<file path="src/rtl/shift_defs_pkg.sv">
// Shared shift definitions: MIPS-style SPECIAL funct codes, FSM states and the
// shift decode used by both the sequential shifter and the ALU decode.
package shift_defs;

   localparam logic [5:0] OP_SPECIAL = 6'h00;

   localparam logic [5:0] F_SLL  = 6'h00;
   localparam logic [5:0] F_SRL  = 6'h02;
   localparam logic [5:0] F_SRA  = 6'h03;
   localparam logic [5:0] F_SLLV = 6'h04;
   localparam logic [5:0] F_SRLV = 6'h06;
   localparam logic [5:0] F_SRAV = 6'h07;

   typedef enum logic [1:0] {
      ST_IDLE  = 2'd0,
      ST_SHIFT = 2'd1,
      ST_DONE  = 2'd2
   } state_t;

   typedef struct packed {
      logic is_shift;
      logic use_rs;
      logic dir_right;
      logic arith;
   } shift_dec_t;

   function automatic shift_dec_t decode_shift(input logic [5:0] opcode,
                                               input logic [5:0] funct);
      shift_dec_t d;
      d = '0;
      if (opcode == OP_SPECIAL) begin
         unique case (funct)
            F_SLL:   d = '{is_shift: 1'b1, use_rs: 1'b0, dir_right: 1'b0, arith: 1'b0};
            F_SRL:   d = '{is_shift: 1'b1, use_rs: 1'b0, dir_right: 1'b1, arith: 1'b0};
            F_SRA:   d = '{is_shift: 1'b1, use_rs: 1'b0, dir_right: 1'b1, arith: 1'b1};
            F_SLLV:  d = '{is_shift: 1'b1, use_rs: 1'b1, dir_right: 1'b0, arith: 1'b0};
            F_SRLV:  d = '{is_shift: 1'b1, use_rs: 1'b1, dir_right: 1'b1, arith: 1'b0};
            F_SRAV:  d = '{is_shift: 1'b1, use_rs: 1'b1, dir_right: 1'b1, arith: 1'b1};
            default: d = '0;
         endcase
      end
      return d;
   endfunction

endpackage

</file>
<file path="src/rtl/shift_step.sv">
// Combinational single-bit shift stage: left zero-fill, or right with either
// zero fill or replication of the current MSB.
module shift_step #(
   parameter int W = 32
) (
   input  logic [W-1:0] data,
   input  logic         direction,
   input  logic         arith,
   output logic [W-1:0] shifted
);

   always_comb begin
      shifted = '0;
      if (direction) begin
         shifted = {(arith & data[W-1]), data[W-1:1]};
      end else begin
         shifted = {data[W-2:0], 1'b0};
      end
   end

endmodule

</file>
<file path="src/rtl/shift_seq_ctrl.sv">
// Sequential shifter: accepts one shift operation, shifts one bit per clock,
// then holds the result until the consumer takes it.
module shift_seq_ctrl
   import shift_defs::*;
#(
   parameter int W = 32
) (
   input  logic         clk,
   input  logic         rst,
   input  logic         start_valid,
   output logic         start_ready,
   input  logic [5:0]   opcode,
   input  logic [5:0]   funct,
   input  logic [4:0]   shamt,
   input  logic [W-1:0] rs_val,
   input  logic [W-1:0] data_in,
   output logic         res_valid,
   input  logic         res_ready,
   output logic [W-1:0] data_out,
   output logic         busy
);

   state_t       state_q, state_d;
   logic [4:0]   cnt_q, cnt_d;
   logic [W-1:0] data_q, data_d;
   logic         dir_q, dir_d;
   logic         arith_q, arith_d;

   shift_dec_t   dec;
   logic [4:0]   amt;
   logic [W-1:0] step_out;
   logic         rs_unused;

   assign rs_unused = ^rs_val[W-1:5];

   assign dec = decode_shift(opcode, funct);

   always_comb begin
      amt = 5'd0;
      if (dec.is_shift) begin
         amt = dec.use_rs ? rs_val[4:0] : shamt;
      end
   end

   shift_step #(.W(W)) u_step (
      .data      (data_q),
      .direction (dir_q),
      .arith     (arith_q),
      .shifted   (step_out)
   );

   always_comb begin
      state_d = state_q;
      cnt_d   = cnt_q;
      data_d  = data_q;
      dir_d   = dir_q;
      arith_d = arith_q;
      unique case (state_q)
         ST_IDLE: begin
            if (start_valid) begin
               data_d  = data_in;
               dir_d   = dec.dir_right;
               arith_d = dec.arith;
               if (amt == 5'd0) begin
                  cnt_d   = 5'd0;
                  state_d = ST_DONE;
               end else begin
                  cnt_d   = amt;
                  state_d = ST_SHIFT;
               end
            end
         end
         ST_SHIFT: begin
            data_d = step_out;
            cnt_d  = cnt_q - 5'd1;
            // cnt of 0 here is unreachable; treat it like the last step
            if (cnt_q <= 5'd1) begin
               state_d = ST_DONE;
            end
         end
         ST_DONE: begin
            if (res_ready) begin
               state_d = ST_IDLE;
            end
         end
         default: state_d = ST_IDLE;
      endcase
   end

   always_ff @(posedge clk) begin
      if (rst) begin
         state_q <= ST_IDLE;
         cnt_q   <= '0;
         data_q  <= '0;
         dir_q   <= 1'b0;
         arith_q <= 1'b0;
      end else begin
         state_q <= state_d;
         cnt_q   <= cnt_d;
         data_q  <= data_d;
         dir_q   <= dir_d;
         arith_q <= arith_d;
      end
   end

   assign start_ready = (state_q == ST_IDLE);
   assign busy        = !start_ready;
   assign res_valid   = (state_q == ST_DONE);
   assign data_out    = data_q;

endmodule

</file>
<file path="config.mk">
export PLATFORM = sky130hd
export DESIGN_NAME = shift_seq_ctrl
export DESIGN_NICKNAME = d
export VERILOG_FILES = /design/src/rtl/shift_defs_pkg.sv /design/src/rtl/shift_step.sv /design/src/rtl/shift_seq_ctrl.sv
export SDC_FILE = /design/constraint.sdc
export NUM_CORES = 1
export LEC_CHECK = 0
export CORE_ASPECT_RATIO = 2
export CORE_UTILIZATION = 44
export DETAILED_ROUTE_END_ITERATION = 7
export MAX_ROUTING_LAYER = met4
export PLACE_DENSITY = 0.87
export SETUP_SLACK_MARGIN = 0.3
export SYNTH_ARGS = -nofsm -noshare
export SYNTH_HDL_FRONTEND = slang
export SYNTH_SLANG_ARGS = --single-unit
</file>
<file path="constraint.sdc">
create_clock -name clk -period 6.1 [get_ports clk]
set_input_delay 1.525 -clock clk [delete_from_list [all_inputs] [get_ports clk]]
set_output_delay 1.525 -clock clk [all_outputs]
set_load 0.01 [all_outputs]
</file>
; ---- Yosys cells after proc, flatten, opt, wreduce, memory -nomap -nowiden
; Index checks and enable logic that the tools add are counted.
[op_classes]
n_addsub = 1
multipliers = 0
div = 0
order_cmp = 1
n_eq_ne = 10
shift = 0
mux = 15
bitwise = 1
n_reduce_logical = 9
[op_table]
columns = operator, n
row1 = 32-bit 2-to-1 mux, 2
row2 = 32-bit one-hot mux with 2 select lines, 1
row3 = 4-bit one-hot mux with 6 select lines, 1
row4 = 5-bit 2-to-1 mux, 4
row5 = 6-bit by 3-bit == test with 1-bit output (second input constant), 3
row6 = 6-bit by 2-bit == test with 1-bit output (second input constant), 2
row7 = 6-bit logical NOT, 2
row8 = 5-bit one-hot mux with 2 select lines, 1
row9 = 2-bit 2-to-1 mux, 4
row10 = 2-bit one-hot mux with 3 select lines, 1
row11 = 5-bit by 1-bit <= comparator with 1-bit output (second input constant), 1
row12 = 5-bit logical NOT, 1
row13 = 5-bit by 1-bit subtractor with 5-bit output (second input constant), 1
row14 = 4-bit 2-to-1 mux, 1
row15 = 2-bit inequality test (second input constant), 2
row16 = 2-bit AND reduction, 2
row17 = 3-bit AND reduction, 1
row18 = 2-bit by 1-bit == test with 1-bit output (second input constant), 1
row19 = 2-bit == test (second input constant), 1
row20 = 2-bit logical NOT, 1
row21 = 2-bit by 1-bit inequality test with 1-bit output (second input constant), 1
row22 = 2-bit nonzero test, 1
row23 = 1-bit bitwise AND, 1
row24 = 1-bit logical NOT, 1
[word_totals]
regBits = 41
latchBits = 0
ramBits = 0
romBits = 0
in_bits = 85
output_inout_bits = 35
wordCells = 42
mem_count = 0

; ---- Logic depth before layout (Yosys ltp)
[logic_depth]
word_depth = 9
mapped_depth = 6
depth_no_buf = 6

; ---- By module
; From an unflattened synthesis, not the netlist that was laid out.
[hier_totals]
cells_unflattened = 293
hier_area_um2 = 2516.2
[by_module_without_submodules]
columns = module, n_inst, cells_each, area_each_um2, seq_area_each_um2
row1 = shift_seq_ctrl, 1, 255, 1994.4, 820.8
row2 = shift_step, 1, 38, 521.8, 0.0

; ---- Worst setup path after synthesis
; Ideal clock, no wire load.
[synth_timing]
path_type = input to register
start = in opcode[1]
end = reg cnt_q[0]
setup_ps = 103
t_arrival_ps = 2851
required_ps = 5997
path_slack_ps = 3146
path_stages = 4
path_buffers = 0
cell_sequence = or4_4 nor4b_4 a21oi_2 a2111oi_2
[synth_between]
elab_chain_len = 8
[synth_rtl]
columns = item, line
row1 = start: declaration, shift_seq_ctrl.sv:12  ; input logic [5:0] opcode,
row2 = 6-bit logical NOT (*), shift_defs_pkg.sv:31  ; if (opcode == OP_SPECIAL) begin
row3 = 4-bit 2-to-1 mux (*), shift_defs_pkg.sv:31
row4 = 5-bit 2-to-1 mux, shift_seq_ctrl.sv:41  ; amt = dec.use_rs ? rs_val[4:0] : shamt;
row5 = 5-bit 2-to-1 mux (*), shift_seq_ctrl.sv:40  ; if (dec.is_shift) begin
row6 = 5-bit logical NOT, shift_seq_ctrl.sv:64  ; if (amt == 5'd0) begin
row7 = 5-bit 2-to-1 mux (*), shift_seq_ctrl.sv:64
row8 = 5-bit 2-to-1 mux (*), shift_seq_ctrl.sv:60  ; if (start_valid) begin
row9 = 5-bit one-hot mux with 2 select lines (*), shift_seq_ctrl.sv:58  ; unique case (state_q)
row10 = end signal: assignment, shift_seq_ctrl.sv:99  ; cnt_q <= cnt_d;
row11 = end: declaration, shift_seq_ctrl.sv:24  ; logic [4:0] cnt_q, cnt_d;
; Every way passes the cells marked *; elsewhere a longest branch is shown, timed or not. The select of a mux whose other input is x is not followed.
; A chain may end at the register's enable or synchronous reset.

; ---- Worst setup path after layout
[layout_timing]
start = in start_valid
end = reg data_q[5] (netlist: data_out[5])
[layout_between]
elab_chain_len = 2
[layout_rtl]
columns = item, line
row1 = start: declaration, shift_seq_ctrl.sv:10  ; input logic start_valid,
row2 = 2-bit inequality test (no source line), --
row3 = 2-bit AND reduction (no source line), --
row4 = end signal: assignment, shift_seq_ctrl.sv:100  ; data_q <= data_d;
row5 = end: declaration, shift_seq_ctrl.sv:25  ; logic [W-1:0] data_q, data_d;
; Every way passes these cells.

==> run_results.csv <==
group,metric,value,unit
outcome,outcome,"finished, final reports clean",
final_layout,diodes,0,
pwr,p_sw_frac,0.271,
drt,dr.first_iter.drc_count,47,
worst_setup_path,cp_slowest_cell,"o21ba_2",
placed_design,dp_hpwl,4.55,mm
worst_setup_path,critical_path_class,"input port to register",
logic_synthesis,synth_fp_nets,384,
pwr,vdd_drop_max,0.186,mV
worst_setup_path,critPathMaxStageDelay,890,ps
cts,clockBufferDepth,2,
pwr,seqPwrFrac,0.464,
pwr,p_comb_frac,0.241,
logic_synthesis,synth_edf_count,0,
grt,grt.total_usage,0.248,
grt,grt_pass1_wl,10.5,mm
pwr,leakage,1.22,nW
hold_path,min_path_cells,2,
timing,whs,460,ps
worst_setup_path,worstRegToRegCells,5,
logic_synthesis,synth-warning-count,0,
drt,routed_wl,6.53,mm
placed_design,portBuffers,92,
logic_synthesis,ys_seq_area_frac,0.344,
timing,finalHoldViolations,0,
pwr,pwr-share-clk,0.294,
drt,drtPass1Iterations,6,
drt,wire_per_inst,15.1,um
pwr,p_int,0.484,mW
final_layout,syn2layout_area_growth,42.8,%
worst_setup_path,required,6280,ps
cts,clock-root-buffer,"clkbuf_8",
timing,worstMarginPinSlew,1110,ps
logic_synthesis,synth_area,2390,um^2
drt,via_per_inst,5.77,
cts,post_cts_buffers,0,
cts,clk_pin_slew,80,ps
placed_design,dp.cells,425,
logic_synthesis,synth_cells,297,
die,dieArea,5740,um^2
die,fp-row-count,37,
timing,fin_crit_sh,0.541,
cts,htreeDepth,2,
logic_synthesis,ys_ff_latch,41,
timing,setup_violations,0,
timing,fin_skew,8.32,ps
grt,grt_max_degree,65,
logic_synthesis,synthTopCellsByArea,"dfxtp_1 (34%), mux2i_1 (13%), o221ai_1 (11%)",
die,fp.dieH,106,um
timing,rsz0062_at_grt,"false",
worst_setup_path,critPathLaunchType,"input port",
final_layout,drive_gt1_frac,0.0640,
placed_design,gp_congestion,0.788,
timing,slew_headroom,0.258,
worst_setup_path,crit_path_cell_trace,"clkdlybuf4s50_1, o21ba_2, o221ai_1, o21ai_0, nor2_1",
timing,fmax,303,MHz
worst_setup_path,path_max_fanout,64,
die,die_w,54.1,um
cts,clkSinkCount,41,
drt,drc,0,
logic_synthesis,synth_cell_types,34,
logic_synthesis,synth_commonest_cells,"dfxtp_1 (41), nor2_1 (38), inv_1 (33)",
grt,antenna_found_initial,0,
timing,setup_tns,0,ps
final_layout,fin_cells,433,
pwr,netSwitchingPower,0.180,mW
logic_synthesis,synth-main-ff-cell,"dfxtp_1",
cts,cts_buffers,5,
die,core-area,5180,um^2
worst_setup_path,crit_family,"compound AO/OA/AOI/OAI gates",
logic_synthesis,yosysTopAreaCellShare,0.344,
timing,slew_viol_final,0,
pwr,p_total,0.664,mW
cts,cts_tree,"yes",
grt,grt_pass1_vias,2341,
drt,ant_nets,0,
worst_setup_path,cp.depth,5,
final_layout,postLayoutCoreUtil,0.657,
timing,fin_crit,3300,ps
worst_setup_path,cp-end-kind,"register",
logic_synthesis,syn_avg_cell_area,8.04,um^2
logic_synthesis,synthArstFlopShare,0,
drt,dr_total_vias,2499,
cts,cts_resized,0,
final_layout,finalNetCount,461,
cts,insertion_delay,300,ps
worst_setup_path,crit_buf_inv,1,
worst_setup_path,arrival,3480,ps
logic_synthesis,yosysMostFrequentCell,"dfxtp_1",
die,initial_core_util,0.460,
die,pin_count,120,
job,drv_cap,0,
logic_synthesis,synth.largest_area_cell,"dfxtp_1",
pwr,power_density,195,nW/um^2
hold_path,min_path_type,"register to register",
cts,cts_hold_buf,0,
grt,grt-ovfl-total,0,
[worst reg2reg max path: stages (launching register included)]
cell and delay, ps:
dfxtp_1 310, buf_4 350, o21ba_2 950, o221ai_1 300
o21ai_0 160, nor2_1 60
[stage by stage]
| stage | setup WS (ps) | instance area [um^2] |
|---|---|---|
| global placement | 2570 | 3310 |
| global route | 2560 | 3410 |
| floorplan | 3150 | 2390 |
| CTS | 2820 | 3410 |
| detailed placement | 2510 | 3310 |
| finish | 2800 | 3410 |
[final timing paths]
| check | slack, ps | start | to |
|---|---|---|---|
| worst min-delay path | 460 | arith_q | arith_q |
| worst max register to register | 3840 | state_q[0] | data_out[5] |
| worst max-delay path | 2800 | start_valid | data_out[5] |
| worst min register to register | 460 | arith_q | arith_q |
[sequential cells by signal, summed over array words and instances (netlist names)]
name      flops
state_q       2
cnt_q         5
dir_q         1
arith_q       1
data_out     32
[metal layers]
| layer | vias to the layer above | share of wire | global-route usage |
|---|---|---|---|
| met3 | 16 | 0.049 | 0.0358 |
| met4 | 0 | 0.028 | 0.117 |
| met1 | 1178 | 0.37 | 0.264 |
| met2 | 82 | 0.55 | 0.428 |
| met5 | - | 0 | - |
| li1 | 1223 | - | - |
[cells by family after synthesis]
| logic type | after synthesis | synth area share |
|---|---|---|
| compound gates | 86 | 0.244 |
| flops | 41 | 0.344 |
| mux | 36 | 0.154 |
| simple gates | 74 | 0.155 |
| fa+ha+maj | 2 | 0.0105 |
| buf+inv | 58 | 0.0928 |
[area by class of cell]
| cell class | count | area, um^2 |
|---|---|---|
| clock buffer | 7 | 96.3 |
| sequential | 41 | 822 |
| multi-input combinational | 198 | 1350 |
| tap | 58 | 72.6 |
| inverter | 33 | 124 |
| fill | 437 | 1780 |
| clock inverter | 1 | 5.00 |
| timing repair buffer | 95 | 943 |
[power by group through the flow]
stage                     logic, mW  registers (mW)  clock network (mW)
after floorplan              0.0661           0.317                   0
final                         0.160           0.308               0.196
after CTS                     0.161           0.308               0.200
after detailed placement      0.160           0.314                   0
after global placement        0.156           0.314                   0
after global routing          0.176           0.311               0.208
[cells in the final DEF, fill, tap and decap left out, drive strengths merged]
cell type / Yosys / routed
clkinv: 0 / 1
o22ai: 1 / 1
o21ai: 32 / 32
nor4: 3 / 3
nor3b: 3 / 3
nand4: 1 / 1
o21ba: 1 / 1
nor2: 38 / 38
mux2: 6 / 6
and3: 1 / 1
buf: 5 / 3
inv: 33 / 33
clkbuf: 20 / 7
a311o: 1 / 1
o21a: 1 / 1
nand3: 5 / 5
a21oi: 15 / 15
a211oi: 2 / 2
a2111oi: 1 / 1
nand2b: 2 / 2
nor3: 5 / 5
and2: 1 / 1
nand2: 7 / 7
nor4b: 3 / 3
or3: 1 / 1
a22oi: 1 / 1
ha: 2 / 2
dfxtp: 41 / 41
nor2b: 3 / 3
mux2i: 30 / 30
o221ai: 31 / 31
or4: 1 / 1
clkdlybuf4s50: 0 / 92
(Power assumes the default switching activity.)
